$ cat config.mk
export PLATFORM = sky130hd
export DESIGN_NAME = regfile_wb_arbiter
export DESIGN_NICKNAME = d
export VERILOG_FILES = /design/src/rtl/regfile_wb_arbiter.sv
export SDC_FILE = /design/constraint.sdc
export NUM_CORES = 1
export LEC_CHECK = 0
export CORE_UTILIZATION = 35
export CTS_BUF_LIST = sky130_fd_sc_hd__clkbuf_8
export CTS_CLUSTER_SIZE = 40
export DETAILED_ROUTE_END_ITERATION = 8
export SLEW_MARGIN = 20
export SYNTH_ARGS = -nofsm -noshare
export SYNTH_HDL_FRONTEND = slang
export SYNTH_SLANG_ARGS = --single-unit
$ cat constraint.sdc
create_clock -name clk -period 3 [get_ports clk]
set_input_delay 0.45 -clock clk [delete_from_list [all_inputs] [get_ports clk]]
set_output_delay 0.45 -clock clk [all_outputs]
set_load 0.01 [all_outputs]
$ cat src/rtl/regfile_wb_arbiter.sv
// Register-file write-back arbiter: two result channels, each buffered in a
// small FIFO, merged round-robin onto a single registered regfile write port.

module regfile_wb_fifo #(
  parameter int DEPTH = 2
) (
  input  logic        clk,
  input  logic        rst,
  input  logic        push,
  input  logic        pop,
  input  logic [4:0]  in_reg,
  input  logic [31:0] in_data,
  input  logic [4:0]  query_a,
  input  logic [4:0]  query_b,
  output logic        full,
  output logic        not_empty,
  output logic [4:0]  head_reg,
  output logic [31:0] head_data,
  output logic        hit_a,
  output logic        hit_b
);
  localparam int PW = $clog2(DEPTH);

  logic [PW-1:0] wr_ptr;
  logic [PW-1:0] rd_ptr;
  logic [PW:0]   cnt;
  logic [4:0]    reg_mem  [DEPTH];
  logic [31:0]   data_mem [DEPTH];
  logic          do_pop;

  assign full      = (cnt == (PW+1)'(DEPTH));
  assign not_empty = (cnt != '0);
  assign do_pop    = pop && not_empty;
  assign head_reg  = reg_mem[rd_ptr];
  assign head_data = data_mem[rd_ptr];

  always_ff @(posedge clk) begin
    if (rst) begin
      wr_ptr <= '0;
      rd_ptr <= '0;
      cnt    <= '0;
    end else begin
      if (push)   wr_ptr <= wr_ptr + 1'b1;
      if (do_pop) rd_ptr <= rd_ptr + 1'b1;
      case ({push, do_pop})
        2'b10:   cnt <= cnt + 1'b1;
        2'b01:   cnt <= cnt - 1'b1;
        default: cnt <= cnt;
      endcase
    end
  end

  always_ff @(posedge clk) begin
    if (push) begin
      reg_mem[wr_ptr]  <= in_reg;
      data_mem[wr_ptr] <= in_data;
    end
  end

  // A slot is live when its distance from the read pointer is below the count.
  always_comb begin
    logic [PW-1:0] off;
    hit_a = 1'b0;
    hit_b = 1'b0;
    off   = '0;
    for (int i = 0; i < DEPTH; i++) begin
      off = PW'(i) - rd_ptr;
      if ({1'b0, off} < cnt) begin
        if (reg_mem[i] == query_a) hit_a = 1'b1;
        if (reg_mem[i] == query_b) hit_b = 1'b1;
      end
    end
  end
endmodule

module regfile_wb_arbiter #(
  parameter int DEPTH = 2
) (
  input  logic        clk,
  input  logic        rst,
  input  logic        alu_valid,
  output logic        alu_ready,
  input  logic [4:0]  alu_reg,
  input  logic [31:0] alu_data,
  input  logic        mem_valid,
  output logic        mem_ready,
  input  logic [4:0]  mem_reg,
  input  logic [31:0] mem_data,
  output logic        WriteEnable,
  output logic [4:0]  WriteReg,
  output logic [31:0] WriteData,
  input  logic [4:0]  QueryA,
  input  logic [4:0]  QueryB,
  output logic        BusyA,
  output logic        BusyB,
  output logic        idle
);
  logic        alu_full, alu_ne, alu_hit_a, alu_hit_b;
  logic        mem_full, mem_ne, mem_hit_a, mem_hit_b;
  logic [4:0]  alu_head_reg, mem_head_reg;
  logic [31:0] alu_head_data, mem_head_data;
  logic        alu_push, mem_push, pop_alu, pop_mem, pop_any;
  logic        contended, grant_alu, last_gnt_alu;
  logic        vld_p1;
  logic [4:0]  reg_p1;
  logic [31:0] data_p1;

  assign alu_ready = !alu_full && !rst;
  assign mem_ready = !mem_full && !rst;
  assign alu_push  = alu_valid && alu_ready;
  assign mem_push  = mem_valid && mem_ready;

  // Round-robin only matters when both queues hold work.
  assign contended = alu_ne && mem_ne;
  assign grant_alu = contended ? !last_gnt_alu : alu_ne;
  assign pop_alu   = alu_ne && grant_alu;
  assign pop_mem   = mem_ne && !grant_alu;
  assign pop_any   = pop_alu || pop_mem;

  regfile_wb_fifo #(.DEPTH(DEPTH)) u_alu_fifo (
    .clk(clk), .rst(rst), .push(alu_push), .pop(pop_alu),
    .in_reg(alu_reg), .in_data(alu_data), .query_a(QueryA), .query_b(QueryB),
    .full(alu_full), .not_empty(alu_ne), .head_reg(alu_head_reg),
    .head_data(alu_head_data), .hit_a(alu_hit_a), .hit_b(alu_hit_b)
  );

  regfile_wb_fifo #(.DEPTH(DEPTH)) u_mem_fifo (
    .clk(clk), .rst(rst), .push(mem_push), .pop(pop_mem),
    .in_reg(mem_reg), .in_data(mem_data), .query_a(QueryA), .query_b(QueryB),
    .full(mem_full), .not_empty(mem_ne), .head_reg(mem_head_reg),
    .head_data(mem_head_data), .hit_a(mem_hit_a), .hit_b(mem_hit_b)
  );

  // Stage p1: registered write-back port
  always_ff @(posedge clk) begin
    if (rst) begin
      vld_p1       <= 1'b0;
      reg_p1       <= '0;
      data_p1      <= '0;
      last_gnt_alu <= 1'b0;
    end else begin
      vld_p1 <= pop_any;
      if (pop_any) begin
        reg_p1  <= pop_alu ? alu_head_reg  : mem_head_reg;
        data_p1 <= pop_alu ? alu_head_data : mem_head_data;
      end
      if (contended) last_gnt_alu <= grant_alu;
    end
  end

  assign WriteEnable = vld_p1;
  assign WriteReg    = reg_p1;
  assign WriteData   = data_p1;

  assign BusyA = alu_hit_a || mem_hit_a || (vld_p1 && (reg_p1 == QueryA));
  assign BusyB = alu_hit_b || mem_hit_b || (vld_p1 && (reg_p1 == QueryB));
  assign idle  = !alu_ne && !mem_ne && !vld_p1;
endmodule

==> results.py, run 1 <==
metrics = {
    "sta": {
        "worst_pin_slew_ns": 0.860,
        "setup_viol": 0,
        "holdWs_ns": 0.255,
        "min_period_ns": 2.78,
        "max_freq_ghz": 0.359,
        "rsz0062_at_grt": "no",
        "finalSetupTns_ns": 0,
        "layout_worst_path_cycle_share_pct": 92.8,
        "max-slew-margin-rel_pct": 42.6,
        "skew_ns": 0.0144,
        "slew_viol_final": 0,
        "hold_viol_final": 0,
    },
    "setup_path": {
        "critPathKind": "in -> out",
        "r2r_slack_ns": 0.94,
        "start_kind": "input port",
        "path_max_fanout": 5,
        "worstPathArrival_ns": 2.33,
        "end_kind": "output port",
        "critPathRequiredTime_ns": 2.55,
        "r2r_cells": 4,
    },
    "route": {
        "ant_nets": 0,
        "vias": 5077,
        "vias_per_cell": 5.04,
        "drc_errors": 0,
        "wl_per_cell_um": 18.5,
        "routed_wl_um": 18600,
        "drt_iter0_markers": 228,
        "firstDrtPassIters": 4,
    },
    "clocking": {
        "cts_hold_buf": 0,
        "cts-root-buf": "clkbuf_8",
        "cts.clk_slew.worst_paths_ns": 0.10,
        "h-tree-depth": 4,
        "cts_made_buffers": 17,
        "cts_tree": "yes",
        "clock_path_buffers": 2,
        "cts_sinks": 197,
        "insertion_delay_ns": 0.46,
    },
    "floorplanning": {
        "core_area_mm2": 0.0227,
        "num_io_pins": 131,
        "die_y_um": 154,
        "rows": 55,
        "die-area_mm2": 0.0238,
        "initial_core_util_pct": 35.8,
        "die_w_um": 154,
    },
    "yosys": {
        "synthFlopType": "edfxtp_1",
        "synth_top_area_share_pct": 54.7,
        "ys_async_sr_fraction_pct": 0,
        "yosys.cell_count.top_type": "edfxtp_1",
        "ys_top_cells_by_area": "edfxtp_1 55%, dfxtp_1 12%, mux2i_1 4.6%",
        "seq_area_frac_synth_pct": 66.8,
        "syn_nets": 678,
        "synthTopCellsByCount": "148 x edfxtp_1, 49 x dfxtp_1, 45 x a21oi_1",
        "syn_inst": 588,
        "yosys.area.top_type": "edfxtp_1",
        "synth_edf_count": 148,
        "synth_area_mm2": 0.00812,
        "yosysUniqueCellTypes": 32,
        "yosysWarnings": 0,
        "ys_ff_latch": 197,
        "synth.avg_cell_area_um2": 13.8,
    },
    "layout": {
        "syn_to_final_growth_pct": 24.1,
        "fin_cells": 1008,
        "utilization_pct": 44.4,
        "layout.nets": 799,
        "drive_gt1_share_pct": 8.59,
    },
    "job": {
        "maxCapViolCount": 0,
    },
    "placement": {
        "place_hpwl_um": 12500,
        "place.gp.congestion": 0.868,
        "dp_cells": 974,
        "portBuffers": 130,
    },
    "global_routing": {
        "grt_overflow_total": 0,
        "grt_pass1_wl_um": 28700,
        "grt_pass1_vias": 5260,
        "grt_usage_pct": 16.1,
        "antenna_found_initial": 0,
        "grt_max_degree": 76,
    },
    "pwr": {
        "p_leak_nw": 3.39,
        "ir_drop_mv": 0.505,
        "powerDensity_mw_per_mm2": 806,
    },
    "min_path": {
        "hold_class": "in -> reg",
        "hold_path_depth": 2,
    },
    "run_status": {
        "status": "completed",
    },
}
final timing paths:
path	from	end
setup / recovery	QueryA[3]	BusyA
hold / removal	rst	u_alu_fifo.cnt[1]
setup reg to reg	u_alu_fifo.cnt[0]	u_alu_fifo.data_mem[1][1]
hold reg to reg	WriteData[26]	WriteData[26]
worst max-delay path: stages:
cell,delay [ns]
clkdlybuf4s50_1,0.56
xor2_1,0.21
nor4_1,0.33
nand3_1,0.12
nand4_1,0.12
clkdlybuf4s50_1,0.54
registers in the layout, summed over array words and instances (netlist names), named ones only:
| name | cells |
|---|---|
| u_alu_fifo.cnt | 2 |
| u_mem_fifo.rd_ptr | 1 |
| u_mem_fifo.reg_mem | 10 |
| u_alu_fifo.data_mem | 64 |
| u_alu_fifo.reg_mem | 10 |
| u_alu_fifo.rd_ptr | 1 |
| WriteReg | 5 |
| u_mem_fifo.cnt | 2 |
| u_mem_fifo.data_mem | 64 |
| WriteEnable | 1 |
| WriteData | 32 |
| u_mem_fifo.wr_ptr | 1 |
| u_alu_fifo.wr_ptr | 1 |
| last_gnt_alu | 1 |
layout make-up:
class                   instances  area, um^2
flip-flops and latches        197        5430
clock buffers                  17         234
inverters                       4        15.0
repair buffers                149        1490
fillers                      2069       12600
diodes                          1        2.50
multi-input cells             340        2410
well taps                     285         357
clock inverters                15         140
per-stage QoR:
stage | instance area (um^2) | total power, W | setup WS [ns]
floorplan | 8120 | 0.00568 | 0.581
global placement | 9690 | 0.00655 | 0.148
detailed placement | 9690 | 0.00662 | 0.0928
CTS | 10100 | 0.00822 | 0.200
global route | 10100 | 0.00861 | 0.0836
finish | 10100 | 0.00812 | 0.215
power breakdown:
| group | leakage (nW) | internal [W] | total, W | switching [W] |
|---|---|---|---|---|
| clock | 0.192 | 0.000613 | 0.00160 | 0.000988 |
| combinational | 1.43 | 0.00132 | 0.00289 | 0.00158 |
| sequential | 1.76 | 0.00331 | 0.00362 | 0.000308 |
logic make-up after synthesis:
kind of cell             Yosys count  share of synthesized area [%]
AO/OA/AOI/OAI                    126                           10.8
XOR/XNOR                          59                           6.36
adder cells (fa/ha/maj)            2                          0.308
buffers and inverters             51                           3.73
flip-flops                       197                           66.8
multiplexers                      37                           4.56
AND/OR/NAND/NOR                  116                           7.38
cell usage in the layout (no fill, tap or decap), types with 2 or more instances in the layout:
cell             synthesis  layout
edfxtp_1               148     148
clkdlybuf4s50_1          0     128
dfxtp_1                 49      46
a21oi_1                 45      45
nand2_1                 39      39
nor2b_1                 38      38
xor2_1                  37      37
mux2i_1                 37      37
a211oi_1                37      37
a211o_1                 37      37
xnor2_1                 22      22
clkbuf_8                 0      17
buf_4                    6      15
nor2_1                  14      12
nor4_1                   8       8
nand3_1                  6       6
inv_1                    4       4
inv_6                    0       4
inv_8                    0       4
buf_12                   0       4
nand4_1                  3       3
dfxtp_2                  0       3
clkinv_4                 0       3
and3_2                   0       2
nor3_1                   2       2
a31oi_1                  2       2
nor2_4                   0       2
o21ai_0                  2       2
or3_1                    2       2
ha_1                     2       2
clkinv_2                 0       2
metal layers:
metal	vias to the layer above	part of all wire (%)	track usage [%]
met5	-	0	0
met4	0	1.6	6.08
met3	20	5.1	3.67
met2	147	49	27.4
met1	2497	44	19.9
li1	2413	-	-
timing repair:
item                       in CTS  in global routing
gates resized for setup         2                  0
setup buffers                   1                  0
hold endpoints to repair        0                  0
setup endpoints to repair       1                  0
Power figures use the tool's default switching activity.
==> inputs of run 2 (changes only) <==
--- a/config.mk
+++ b/config.mk
@@ -5,7 +5,8 @@
 export SDC_FILE = /design/constraint.sdc
 export NUM_CORES = 1
 export LEC_CHECK = 0
-export CORE_UTILIZATION = 35
+export CORE_MARGIN = 2
+export CORE_UTILIZATION = 40
 export CTS_BUF_LIST = sky130_fd_sc_hd__clkbuf_8
 export CTS_CLUSTER_SIZE = 40
 export DETAILED_ROUTE_END_ITERATION = 8
==> run 2 against run 1 <==
Via count fell by 0.55%. Count of clock-buffer cells in the layout rose by 1. Clock power rose by 8%. Sequential power barely moved. Largest cell class unchanged.
==> results.py, run 2 (synthesis results as in run 1) <==
metrics = {
    "run_status": {
        "status": "completed",
    },
    "layout": {
        "fill_cells": 1754,
        "syn_to_final_growth_pct": 24.2,
        "fin_cells": 988,
        "antenna_cells": 0,
        "final_common_cell": "edfxtp_1",
        "layout.nets": 795,
        "final_cell_mix": "148 x edfxtp_1, 128 x clkdlybuf4s50_1, 46 x dfxtp_1",
        "drive_gt1_share_pct": 8.22,
    },
    "pwr": {
        "p_leak_nw": 3.40,
        "powerDensity_mw_per_mm2": 818,
        "seqPwrFrac_pct": 43.6,
        "report.power.total_w": 0.00825,
        "pwr-share-comb_pct": 35.4,
        "internal_power_w": 0.00543,
        "p_sw_share_pct": 34.2,
        "power_switching_w": 0.00282,
        "power_frac_clock_pct": 21.0,
        "ir_drop_mv": 0.624,
    },
    "placement": {
        "dp_cells": 955,
        "portBuffers": 130,
        "place_hpwl_um": 11900,
        "preCtsSetupSlack_ns": 0.138,
        "place.gp.congestion": 0.829,
    },
    "sta": {
        "slew_viol_final": 0,
        "hold_viol_final": 0,
        "rsz0062_at_grt": "no",
        "finalSetupTns_ns": 0,
        "setup_viol": 0,
        "worst_pin_slew_ns": 0.927,
        "holdWs_ns": 0.311,
        "min_period_ns": 2.77,
        "skew_ns": 0.0118,
        "fin_ws_ns": 0.225,
        "max-slew-margin-rel_pct": 38.2,
        "max_freq_ghz": 0.360,
        "layout_worst_path_cycle_share_pct": 92.5,
    },
    "floorplanning": {
        "die_w_um": 146,
        "initial_core_util_pct": 40.4,
        "core_area_mm2": 0.0201,
        "num_io_pins": 131,
        "die-area_mm2": 0.0215,
        "die_y_um": 146,
        "rows": 52,
    },
    "setup_path": {
        "end_kind": "output port",
        "path_max_fanout": 5,
        "crit_start": "QueryA[2]",
        "start_kind": "input port",
        "r2r_slack_ns": 0.91,
        "critPathRequiredTime_ns": 2.55,
        "r2r_start": "u_mem_fifo.cnt[0]",
        "worstPathArrival_ns": 2.32,
        "r2r_cells": 7,
        "critPathKind": "in -> out",
        "r2r-end": "u_mem_fifo.cnt[1]",
    },
    "clocking": {
        "cts_sinks": 197,
        "h-tree-depth": 4,
        "cts-root-buf": "clkbuf_8",
        "cts_tree": "yes",
        "cts_made_buffers": 17,
        "cts.clk_slew.worst_paths_ns": 0.10,
        "insertion_delay_ns": 0.46,
        "cts_hold_buf": 0,
        "clock_path_buffers": 2,
    },
    "route": {
        "vias_per_cell": 5.11,
        "routed_wl_um": 18400,
        "ant_nets": 0,
        "firstDrtPassIters": 5,
        "drt_iter0_markers": 270,
        "vias": 5049,
        "drc_errors": 0,
        "wl_per_cell_um": 18.6,
    },
    "min_path": {
        "hold_start": "rst",
        "holdPathEnd": "u_alu_fifo.wr_ptr",
        "hold_class": "in -> reg",
        "hold_path_depth": 2,
    },
    "job": {
        "maxCapViolCount": 0,
    },
    "global_routing": {
        "grt_max_degree": 76,
        "grt_pass1_wl_um": 29000,
        "antenna_found_initial": 1,
        "grt_usage_pct": 17.7,
        "grt_overflow_total": 0,
        "grt_pass1_vias": 5234,
    },
}
[run 2: cell type report]
cell class	count	area, um^2	share of cell area (%)
Clock buffer	18	248	2.46
Clock inverter	14	166	1.65
Inverter	4	15.0	0.149
Multi-Input combinational cell	340	2410	23.9
Sequential cell	197	5430	53.9
Tap cell	270	338	3.35
Timing Repair Buffer	145	1470	14.6
[run 2: timing repair]
item	CTS	global route
buffers inserted	0	1
endpoints found under the setup margin	1	1
gates resized for setup	1	3
hold endpoints to repair	0	0
[run 2: how the worst max path moves through the flow]
| stage | end | slack (ns) | cells after the start |
|---|---|---|---|
| 3_3_place_gp | BusyB | 0.16 | 7 |
| 6_report | BusyA | 0.23 | 6 |
| 3_5_place_dp | BusyB | 0.14 | 7 |
| 5_1_grt | BusyA | 0.1 | 6 |
| 4_1_cts | BusyB | 0.004 | 6 |
| 2_1_floorplan | u_mem_fifo.data_mem[0][0] | 0.58 | 4 |
[run 2: per-layer routing]
layer	part of all wire [%]	track usage, %	vias to the layer above
met1	44	22.6	2480
met5	0.071	0	-
met4	1.3	5.05	2
met3	5.4	4.66	20
li1	-	-	2412
met2	50	30.1	135
[run 2: power by group through the flow]
stage / Combinational (W) / Clock (W) / Sequential [W]
2_1_floorplan: 0.00208 / 0 / 0.00360
3_3_place_gp: 0.00292 / 0 / 0.00365
3_5_place_dp: 0.00296 / 0 / 0.00366
4_1_cts: 0.00298 / 0.00178 / 0.00360
5_1_grt: 0.00323 / 0.00188 / 0.00364
6_report: 0.00292 / 0.00173 / 0.00360
[run 2: stage by stage]
stage	instance area (um^2)	util [%]
finish	10100	50.2
CTS	10100	50.1
detailed placement	9650	48.0
floorplan	8120	-
global placement	9650	48.0
global route	10100	50.2
[run 2: critical path, cell delays in order]
cell,delay [ns]
clkdlybuf4s50_1,0.55
xor2_1,0.21
nor4_1,0.32
a31oi_1,0.13
nand4_1,0.12
clkdlybuf4s50_1,0.55
==> inputs of run 3 (changes only) <==
--- a/config.mk
+++ b/config.mk
@@ -10,6 +10,7 @@
 export CTS_BUF_LIST = sky130_fd_sc_hd__clkbuf_8
 export CTS_CLUSTER_SIZE = 40
 export DETAILED_ROUTE_END_ITERATION = 8
+export REMOVE_ABC_BUFFERS = 1
 export SLEW_MARGIN = 20
 export SYNTH_ARGS = -nofsm -noshare
 export SYNTH_HDL_FRONTEND = slang
==> run 3 against run 2 <==
Power grew 0.24%. Setup slack worse by 0.0068 ns. Global-route usage fell by 0.28 points. Hold slack improved by 0.14 ns. Clock power hardly changed. Sequential share of layout area is 0.17 points lower. Largest cell class unchanged.
==> results.py, run 3 (synthesis results as in run 1) <==
metrics = {
    "min_path": {
        "holdPathEnd": "WriteData[10]",
        "hold_start": "WriteData[10]",
        "hold_path_depth": 2,
        "hold_class": "reg -> reg",
    },
    "route": {
        "vias_per_cell": 5.07,
        "wl_per_cell_um": 18.3,
        "drc_errors": 0,
        "vias": 5009,
        "routed_wl_um": 18100,
        "drt_iter0_markers": 358,
        "firstDrtPassIters": 5,
        "ant_nets": 0,
    },
    "setup_path": {
        "r2r-end": "u_alu_fifo.data_mem[0][14]",
        "slowest_stage": "clkdlybuf4s50_1",
        "start_kind": "input port",
        "r2r_slack_ns": 0.91,
        "path_max_fanout": 5,
        "worstPathArrival_ns": 2.33,
        "r2r_cells": 5,
        "cp_common_cell": "clkdlybuf4s50_1",
        "critPathKind": "in -> out",
        "cp_num_buf_inv": 2,
        "r2r_start": "u_alu_fifo.cnt[0]",
        "cpPeakStageDelay_ns": 0.56,
        "end_kind": "output port",
        "crit_family": "buffers and inverters",
        "worstPathCellList": "clkdlybuf4s50_1 -> xor2_1 -> nor4_1 -> nand3_1 -> nand4_1 -> clkdlybuf4s50_1",
        "critPathRequiredTime_ns": 2.55,
    },
    "global_routing": {
        "grt_pass1_wl_um": 28600,
        "grt_max_degree": 76,
        "antenna_found_initial": 0,
        "grt_overflow_total": 0,
        "grt_usage_pct": 17.5,
        "grt_pass1_vias": 5273,
    },
    "clocking": {
        "cts-root-buf": "clkbuf_8",
        "cts.clk_slew.worst_paths_ns": 0.11,
        "clock_path_buffers": 2,
        "cts_made_buffers": 17,
        "cts_tree": "yes",
        "insertion_delay_ns": 0.46,
        "cts_hold_buf": 0,
        "h-tree-depth": 4,
        "cts_sinks": 197,
    },
    "sta": {
        "slew_viol_final": 0,
        "holdWs_ns": 0.456,
        "worst_pin_slew_ns": 0.900,
        "hold_viol_final": 0,
        "setup_viol": 0,
        "max-slew-margin-rel_pct": 40.0,
        "max_freq_ghz": 0.359,
        "skew_ns": 0.0210,
        "min_period_ns": 2.78,
        "layout_worst_path_cycle_share_pct": 92.7,
        "rsz0062_at_grt": "no",
        "fin_ws_ns": 0.218,
    },
    "layout": {
        "layout.nets": 795,
        "syn_to_final_growth_pct": 24.6,
        "antenna_cells": 0,
        "final_common_cell": "edfxtp_1",
        "final_cell_mix": "148 x edfxtp_1, 128 x clkdlybuf4s50_1, 46 x dfxtp_1",
        "drive_gt1_share_pct": 8.08,
        "fill_cells": 1721,
    },
    "pwr": {
        "ir_drop_mv": 0.607,
        "p_leak_nw": 3.41,
        "powerDensity_mw_per_mm2": 818,
    },
    "placement": {
        "place.gp.congestion": 0.828,
        "place_hpwl_um": 11300,
        "portBuffers": 130,
        "preCtsSetupSlack_ns": 0.125,
    },
    "run_status": {
        "status": "completed",
    },
    "floorplanning": {
        "die_y_um": 146,
        "core_area_mm2": 0.0201,
        "initial_core_util_pct": 40.4,
        "num_io_pins": 131,
        "die_w_um": 146,
        "rows": 52,
        "die-area_mm2": 0.0215,
    },
    "job": {
        "maxCapViolCount": 0,
    },
}
run 3: cell count changes in the layout (fill, tap and decap cells not counted), sizes merged:
| cell | change |
|---|---|
| bufinv | -1 |
| clkinvlp | -1 |
| inv | +2 |
run 3: per-stage QoR:
| stage | util (%) | instance area [um^2] | power (W) | cells | setup TNS (ns) |
|---|---|---|---|---|---|
| 2_1_floorplan | - | 7830 | 0.00539 | 541 | -2.86 |
| 3_3_place_gp | 48.1 | 9670 | 0.00658 | 954 | 0 |
| 3_5_place_dp | 48.1 | 9670 | 0.00661 | 954 | 0 |
| 4_1_cts | 50.3 | 10100 | 0.00839 | 987 | 0 |
| 5_1_grt | 50.3 | 10100 | 0.00881 | 988 | 0 |
| 6_report | 50.3 | 10100 | 0.00827 | 988 | 0 |
run 3: per-layer routing:
layer	track usage [%]	vias up	wire length (um)
li1	-	2414	-
met4	4.37	0	172
met1	22.3	2454	8050
met3	4.69	13	979
met2	29.7	128	8860
met5	0	-	0
run 3: how the worst max path moves through the flow:
stage / start / to / slack, ns / cells past startpoint
floorplan: u_mem_fifo.cnt[1] / idle / -0.07 / 2
detailed placement: QueryB[2] / BusyB / 0.13 / 7
global placement: QueryB[2] / BusyB / 0.16 / 7
finish: QueryA[3] / BusyA / 0.22 / 6
CTS: u_mem_fifo.reg_mem[1][1] / BusyB / 0.02 / 6
global route: QueryA[3] / BusyA / 0.07 / 6
run 3: layout make-up:
type	count	area [um^2]	area share (%)
clock buffers	18	248	2.45
clock inverters	14	176	1.74
inverters	4	15.0	0.148
multi-input cells	340	2410	23.8
flip-flops and latches	197	5430	53.7
well taps	270	338	3.34
repair buffers	145	1500	14.8
run 3: tightest hold or removal path, cell delays in order, from the launching register on:
cell and delay [ns]:
dfxtp_1 0.33, nand2_1 0.05, a21oi_1 0.05
run 3: repair_timing:
item	CTS	global route
setup buffers	1	1
pin swaps	0	0
gates resized for setup	1	1
cloned	0	0
setup endpoints to repair	1	1
run 3: where the power goes:
part | switching, W | internal [W]
clock | 0.00102 | 0.000736
combinational | 0.00159 | 0.00134
sequential | 0.000278 | 0.00331
total | 0.00289 | 0.00538
